File: config.mk
export PLATFORM = sky130hd
export DESIGN_NAME = reward_calc_pipe
export DESIGN_NICKNAME = d
export VERILOG_FILES = /design/src/rtl/reward_calc_pipe.sv
export SDC_FILE = /design/constraint.sdc
export NUM_CORES = 1
export LEC_CHECK = 0
export ABC_AREA = 0
export BUFFER_PORTS_ARGS = -buffer_cell sky130_fd_sc_hd__buf_2
export CORE_AREA = 3 3 40 42
export CTS_BUF_LIST = sky130_fd_sc_hd__clkbuf_2 sky130_fd_sc_hd__clkbuf_4 sky130_fd_sc_hd__clkbuf_8
export CTS_CLUSTER_SIZE = 28
export DETAILED_ROUTE_END_ITERATION = 8
export DIE_AREA = 0 0 43 45
export GPL_TIMING_DRIVEN = 0
export HOLD_SLACK_MARGIN = 0.15
export PLACE_DENSITY = 0.7
export SLEW_MARGIN = 10
export SYNTH_ARGS = -nofsm -noshare
export SYNTH_HDL_FRONTEND = slang
export SYNTH_SLANG_ARGS = --single-unit
File: constraint.sdc
create_clock -name CLK -period 2.3 [get_ports CLK]
set_input_delay 0.345 -clock CLK [delete_from_list [all_inputs] [get_ports CLK]]
set_output_delay 0.345 -clock CLK [all_outputs]
set_load 0.03 [all_outputs]
File: src/rtl/reward_calc_pipe.sv
// reward_calc_pipe
//   Turns a stream of state-index samples into a per-step reward. The first
//   sample of an episode only arms the block; every later valid sample is
//   compared against the held previous sample and yields one reward, one
//   cycle later.
//     mode 0 : R_UP / R_EQ / R_DN depending on S_in vs S_prev
//     mode 1 : (S_in - S_prev) * R_STEP
//   The integer reward is scaled by 2^FRAC and saturated into a RW-bit
//   Q(RW-FRAC).FRAC two's-complement result.
//
// Ports
//   CLK         rising-edge clock
//   RST         asynchronous active-low reset
//   S_in        current state index, sampled when S_valid=1
//   S_valid     S_in (and mode) valid this cycle
//   ep_start    episode start: drop the held previous state
//   mode        reward rule for this sample (0 ternary, 1 delta-scaled)
//   rewardOut   last reward (holds between pulses)
//   rewardValid one-cycle pulse: rewardOut is new
//   accOut      saturating episode reward sum      (REWARD_ACC_EN only)
//   stepCnt     saturating episode reward count    (REWARD_ACC_EN only)
//
// Optional feature: define REWARD_ACC_EN to build the episode accumulator.
`timescale 1ns/1ps

module reward_calc_pipe #(
  parameter int unsigned SW     = 3,
  parameter int unsigned RW     = 14,
  parameter int unsigned FRAC   = 9,
  parameter int          R_UP   = 6,
  parameter int          R_EQ   = 2,
  parameter int          R_DN   = -2,
  parameter int          R_STEP = 2,
  parameter int unsigned CW     = 8
) (
  input  logic          CLK,
  input  logic          RST,
  input  logic [SW-1:0] S_in,
  input  logic          S_valid,
  input  logic          ep_start,
  input  logic          mode,
  output logic [RW-1:0] rewardOut,
  output logic          rewardValid
`ifdef REWARD_ACC_EN
  ,
  output logic [RW-1:0] accOut,
  output logic [CW-1:0] stepCnt
`endif
);

  // Wide enough for (delta * R_STEP) << FRAC and for acc + reward without wrap.
  localparam int unsigned IW = SW + FRAC + 36;

  localparam logic signed [IW-1:0] ONE_W = 1;
  localparam logic signed [IW-1:0] MAX_W = (ONE_W <<< (RW - 1)) - ONE_W;
  localparam logic signed [IW-1:0] MIN_W = -(ONE_W <<< (RW - 1));

  typedef enum logic {
    IDLE,
    ARMED
  } state_e;

  state_e              state_q, state_d;
  logic [SW-1:0]       s_prev_q, s_prev_d;
  logic [RW-1:0]       reward_q, reward_d;
  logic                valid_q, valid_d;

  logic signed [SW:0]    delta;
  logic signed [IW-1:0]  raw_w;
  logic signed [IW-1:0]  scaled_w;

  function automatic logic [RW-1:0] sat(input logic signed [IW-1:0] v);
    if (v > MAX_W)      return MAX_W[RW-1:0];
    else if (v < MIN_W) return MIN_W[RW-1:0];
    else                return v[RW-1:0];
  endfunction

  always_comb begin
    state_d  = state_q;
    s_prev_d = s_prev_q;
    reward_d = reward_q;
    valid_d  = 1'b0;

    delta = $signed({1'b0, S_in}) - $signed({1'b0, s_prev_q});
    if (mode)                 raw_w = IW'(delta) * IW'(R_STEP);
    else if (S_in > s_prev_q) raw_w = IW'(R_UP);
    else if (S_in == s_prev_q) raw_w = IW'(R_EQ);
    else                      raw_w = IW'(R_DN);
    scaled_w = raw_w <<< FRAC;

    if (S_valid) begin
      s_prev_d = S_in;
      // ep_start with a valid sample restarts the episode on that sample.
      if (ep_start || state_q == IDLE) begin
        state_d = ARMED;
      end else begin
        valid_d  = 1'b1;
        reward_d = sat(scaled_w);
      end
    end else if (ep_start) begin
      state_d = IDLE;
    end
  end

  always_ff @(posedge CLK or negedge RST) begin
    if (!RST) begin
      state_q  <= IDLE;
      s_prev_q <= '0;
      reward_q <= '0;
      valid_q  <= 1'b0;
    end else begin
      state_q  <= state_d;
      s_prev_q <= s_prev_d;
      reward_q <= reward_d;
      valid_q  <= valid_d;
    end
  end

  assign rewardOut   = reward_q;
  assign rewardValid = valid_q;

`ifdef REWARD_ACC_EN
  logic [RW-1:0]        acc_q, acc_d;
  logic [CW-1:0]        step_cnt_q, step_cnt_d;
  logic signed [IW-1:0] acc_sum_w;

  always_comb begin
    acc_d      = acc_q;
    step_cnt_d = step_cnt_q;
    acc_sum_w  = IW'($signed(acc_q)) + IW'($signed(reward_d));
    if (ep_start) begin
      acc_d      = '0;
      step_cnt_d = '0;
    end else if (valid_d) begin
      acc_d = sat(acc_sum_w);
      if (step_cnt_q != '1) step_cnt_d = step_cnt_q + CW'(1);
    end
  end

  always_ff @(posedge CLK or negedge RST) begin
    if (!RST) begin
      acc_q      <= '0;
      step_cnt_q <= '0;
    end else begin
      acc_q      <= acc_d;
      step_cnt_q <= step_cnt_d;
    end
  end

  assign accOut  = acc_q;
  assign stepCnt = step_cnt_q;
`endif

endmodule

== Yosys cells after proc, flatten, opt, wreduce, memory -nomap -nowiden ==
Index checks and enable logic that the tools add are counted.
Storage, ports and cells
  register bits: 19
  logic and storage cells: 26
  bits of input ports: 8
Cells by class
  reductions and logical operators: 4
  add/sub/neg operators: 1
  equal/unequal tests: 2
  $lt $le $gt $ge: 3
  muxes and demuxes: 10
  bitwise gates (word level): 2
Operator list (number)
  2-to-1 mux 39 bit: 3
  greater-than comparator 48 x 14 -> 1 bit (second input constant): 1
  less-than comparator 48 x 14 -> 1 bit (second input constant): 1
  2-to-1 mux 14 bit: 2
  2-to-1 mux 1 bit: 5
  AND reduction 2 bit: 2
  subtractor 3 x 3 -> 4 bit: 1
  equality test 3 bit: 1
  greater-than comparator 3 bit: 1
  != test 2 x 1 -> 1 bit (second input constant): 1
  inverter 1 bit: 2
  nonzero test 2 bit: 1
  logical OR 1 bit: 1

== Depth between registers and ports, before layout ==
  depth in word-level cells: 7
  gate-level depth with buffers: 7

== Worst setup path after synthesis ==
No wires, ideal clock.
  path kind: input to register
  start: input S_in[0]
  end: register reward_q[13], in the netlist rewardOut[13]
  arrival time: 1.823 ns
  data required time: 2.218 ns
  path buffers: 0
  cell stages on the path: 7
  path slack: 0.395 ns
  path through: inv_1 ha_1 inv_1 fa_1 fa_1 or3_1 a31oi_1
Between the ends
  word-level cells in the longest chain between the ends: 7
  elaborated cells between the ends (all ways): 10
  those cells by class: add/sub (1); order compare (3); eq/ne (1); mux (5)
Ends and longest elaborated chain
  from (decl): line 38  | input logic [SW-1:0] S_in,
  parallel branches: the longest is 3 deep, another holds greater-than comparator 3 bit
  2-to-1 mux 39 bit (*): line 85  | if (mode) raw_w = IW'(delta) * IW'(R_STEP);
  less-than comparator 48 x 14 -> 1 bit: line 74  | else if (v < MIN_W) return MIN_W[RW-1:0];
  2-to-1 mux 14 bit: line 74
  2-to-1 mux 14 bit (*): line 73  | if (v > MAX_W) return MAX_W[RW-1:0];
  to (signal assigned): line 114  | reward_q <= reward_d;
  to (decl): line 65  | logic [RW-1:0] reward_q, reward_d;
Mark *: on every way between the ends.
A chain may end at the register's enable or synchronous reset.

== Worst setup path in the final report ==
  start: register s_prev_q[0]
  end: register reward_q[13], in the netlist rewardOut[13]
Between the ends
  word-level cells in the longest chain between the ends: 7
  elaborated cells between the ends (all ways): 10
  those cells by class: add/sub (1); order compare (3); eq/ne (1); mux (5)
Ends and longest elaborated chain
  from (decl): line 64  | logic [SW-1:0] s_prev_q, s_prev_d;
  from (signal assigned): line 113  | s_prev_q <= s_prev_d;
  parallel branches: the longest is 3 deep, another holds greater-than comparator 3 bit
  2-to-1 mux 39 bit (*): line 85
  less-than comparator 48 x 14 -> 1 bit: line 74
  2-to-1 mux 14 bit: line 74
  2-to-1 mux 14 bit (*): line 73
Marked as above.

==> impl_summary.log <==
[metrics] Avg WL per Cell: 8.543 um
[metrics] count of flip-flops with a built-in enable after synthesis: 0
[metrics] post-route clock skew: 0.001021 ns
[metrics] count of nets left with antenna violations after detail routing: 0
[metrics] required time of the critical path: 2.48 ns
[metrics] width of the die: 43 um
[metrics] TritonRoute pass-1 iters: 4
[metrics] Max VDD drop: ~0.37 mV
[metrics] pwr/cell area: 691.1 nW/um^2
[metrics] crit path time final: ~2.0 ns
[metrics] clock-pin slew on the worst setup and hold paths: roughly 0.06 ns
[metrics] Peak Freq: ~510 MHz
[metrics] total track usage: 9.890%
[metrics] cell-internal power: 0.0003229 W
[metrics] number of diodes: 0
[metrics] max-cap violation count: 0
[metrics] post-CTS repair timing setup buffer count: 0
[metrics] dominant combinational cell family by area after synthesis: buffers and inverters
[metrics] mux share of post-synthesis cell area: 4.795%
[metrics] global routing met3 resource utilization: 7.171%
[metrics] fraction of layout instances using a drive strength above 1: 37.97%
[metrics] layout overhead on the synthesized area: 27.85%
[metrics] share of total power in sequential cells: 39.4%
[metrics] Hold/Removal Path Class: in2reg
[metrics] global-route congestion overflow total: 0
[metrics] share of the clock period used by the worst path after layout: a little over four fifths
[metrics] filler cell count in the final layout: about 130
[metrics] global-route wire length before repair: approximately 1300 um
[metrics] vias in the first global route: 339
[metrics] Final #Nets: 93
[metrics] terminating pin of the worst hold path: rewardOut[10]
[metrics] effective utilization at floorplan: 42.65%
[metrics] max-slew violation count: 0
[metrics] capturing point of the worst reg2reg path: rewardOut[13]
[metrics] xor/xnor cell area share of the yosys netlist: 0%
[metrics] part of the Yosys area used for sequential elements: between 40% and 50%
[metrics] relative contribution of the clock network to total power: 27.0%
[metrics] post-synthesis compound-gate area fraction: 8.447%
[metrics] power share of the combinational group: 33.6%
[metrics] CTS tree: built
[metrics] number of endpoints with negative hold slack in the final report: 0
[metrics] fraction of the mapped netlist area in simple logic gates: 11.64%
[metrics] routing usage on met1: 9.320%
[metrics] combined area of the multi-input logic cells: 251.5 sq um
[metrics] unrepaired setup endpoints after global routing: false
[metrics] number of buffers added on ports: 12
[metrics] area of the placeable core: 1285 sq um
[metrics] number of clock sinks seen by CTS: 9
[metrics] vias per cell: 4.160
[metrics] maximum clock insertion buffer count: 2
[metrics] critical path launch point type: register
[metrics] standby leakage power: 0.3798 nW
[metrics] total via count after detailed routing: 391
[metrics] worst-case setup margin in the final layout: 0.3485 ns
[metrics] CP arrival: 2.13 ns
[metrics] number of warnings printed during yosys synthesis: 0
[metrics] hold path cells: 2
[metrics] min-delay src: mode
[metrics] Primary FF master, synth: dfrtp_1
[metrics] gpl congestion: between 0.7 and 0.8
[metrics] count of unresolved DRC violations after routing: 0
[metrics] initial antenna violation count: 0
[metrics] pin count of the biggest net entering global routing: 10
[metrics] flip-flop and latch area: between 200 and 250 sq um
[metrics] Total Wirelength: 803 um
[metrics] number of primary I/O pins: 23
[metrics] synthesized-area fraction occupied by adder cells: 14.16%
[metrics] Num CTS Buffers: 3
[metrics] summed negative setup slack over all endpoints: 0 ns
[metrics] register-to-register path setup slack: 0.35 ns
[metrics] die footprint: 1935 sq um
[metrics] critical path's most frequent cell: fa_1
[metrics] number of instances in the synthesized netlist: 53
[metrics] cell at the root of the clock tree: clkbuf_4
[metrics] run status: finished, final reports clean
[metrics] netlist area before placement: 548.0 sq um
[metrics] highest fanout seen on the critical path: 2
[metrics] HPWL Detailed: 691.7 um
[metrics] switching power as a share of total power: 33.32%
[metrics] busiest layer in global routing: met2
[metrics] delay of the slowest cell on the worst path: 0.39 ns
[metrics] height of the chip: around 45 um
[metrics] worst-path cell chain: ha_1 > inv_1 > fa_1 > fa_1 > or3_1 > a31oi_1
[metrics] post-synthesis register bit count: 9
[metrics] Global Route met2 Usage: 16.77%
[metrics] share of flip-flops with an asynchronous set or reset: 100.0%
[metrics] Switching Power: 0.0001613 W
[metrics] R2R depth: 6
[metrics] mean cell area of the mapped netlist: slightly above 10 sq um
[metrics] critical setup path kind: reg2reg
[metrics] minimum setup slack after placement: 0.1763 ns
[metrics] worst flop-to-flop path startpoint: s_prev_q[0]
[metrics] Slowest cell on crit path: fa_1
[metrics] number of core rows: 13
[metrics] Final Setup Violations: 0
[metrics] 1st-iter DRT viols: 3
[metrics] later-pin clock latency in the skew report: 0.26 ns
[metrics] maximum level of the CTS H-tree: 1
[metrics] crit path capture type: register
[metrics] number of distinct library cell variants in the gate-level netlist after synthesis: 19
## power groups by stage
stage               combinational [W]  clock [W]  sequential [W]
floorplan                   0.0000883          0        0.000229
global placement             0.000161          0        0.000193
detailed placement           0.000163          0        0.000195
CTS                          0.000164   0.000136        0.000192
global route                 0.000180   0.000146        0.000195
finish                       0.000163   0.000131        0.000191
## how the worst max path moves through the flow
| stage | endpoint | startpoint | slack (ns) |
|---|---|---|---|
| 2_1_floorplan | rewardOut[13] | S_in[0] | 0.39 |
| 3_3_place_gp | rewardOut[12] | S_in[0] | 0.21 |
| 3_5_place_dp | rewardOut[13] | S_in[0] | 0.18 |
| 4_1_cts | rewardOut[13] | s_prev_q[0] | 0.34 |
| 5_1_grt | rewardOut[12] | s_prev_q[0] | 0.23 |
| 6_report | rewardOut[13] | s_prev_q[0] | 0.35 |
## cell usage after synthesis, types with 2 or more instances
cell | instances | area share [%]
dfrtp_1 | 9 | 41
ha_1 | 3 | 6.9
nor2_1 | 3 | 2.1
nand2_1 | 4 | 2.7
fa_1 | 2 | 7.3
inv_1 | 5 | 3.4
buf_4 | 10 | 14
o21ai_0 | 4 | 3.7
a31oi_1 | 3 | 3.4
## routing by layer
layer / wire length [um] / share of wire, %
met1: 283 / 35
met2: 412 / 51
met3: 107 / 13
met4: 0 / 0
met5: 0 / 0
## stage by stage
stage	hold slack, ns	cells	total power (W)	area, sq um	util [%]
2_1_floorplan	0.04941	62	0.0003170	581.8	-
3_3_place_gp	0.2035	89	0.0003541	660.6	51.41
3_5_place_dp	0.2044	89	0.0003571	660.6	51.41
4_1_cts	0.3279	94	0.0004916	700.7	54.53
5_1_grt	0.3398	94	0.0005210	700.7	54.53
6_report	0.3333	94	0.0004843	700.7	54.53
## cell usage in the layout, fill, tap and decap left out
master         Yosys  final
nand2_1            4      4
dlygate4sd3_1      0      1
or3_1              1      1
o21ai_0            4      4
dfrtp_1            9      9
buf_2              0     12
a21o_1             1      1
conb_1             1     10
and3_1             1      1
fa_1               2      2
nand3b_1           1      1
buf_4             10     10
nor2_1             3      3
nor2b_1            1      1
inv_1              5      5
clkbuf_4           0      4
and3_4             1      1
buf_6              1      1
ha_1               3      3
mux2_4             1      1
mux2_2             1      1
a31oi_1            3      3
## repair_timing
item | in CTS | in global routing
hold buffers | 1 | 0
hold endpoints to repair | 9 | 0
resized for setup | 0 | 0
## sequential cells by signal (all words and copies together) (netlist names)
name,cells
state_q,1
s_prev_q,3
rewardOut,4
rewardValid,1
## logic make-up (layout without fill, tap and decap cells)
family                     after synthesis  after routing
and+or+nand+nor                         12             12
other                                    1             10
muxes                                    2              2
DFF                                      9              9
adders and majority gates                5              5
buffers and inverters                   16             33
AOI/OAI and AO/OA                        8              8
## area by class of cell
cell class / instances / area share (%)
plain buffers: 11 / 12.32
clock buffers: 4 / 4.286
inverters: 5 / 2.679
multi-input cells: 37 / 35.89
flip-flops and latches: 9 / 32.14
well taps: 15 / 2.679
repair buffers: 13 / 10.00
## worst max-delay path, delay by kind of cell, from the launching register on
family	cells	cell delay (ns)
AO/OA/AOI/OAI	1	0.16
adder cells (fa/ha/maj)	3	0.92
AND/OR/NAND/NOR	1	0.39
buffers and inverters	1	0.05
flip-flops	1	0.35
Power figures use the tool's default switching activity.
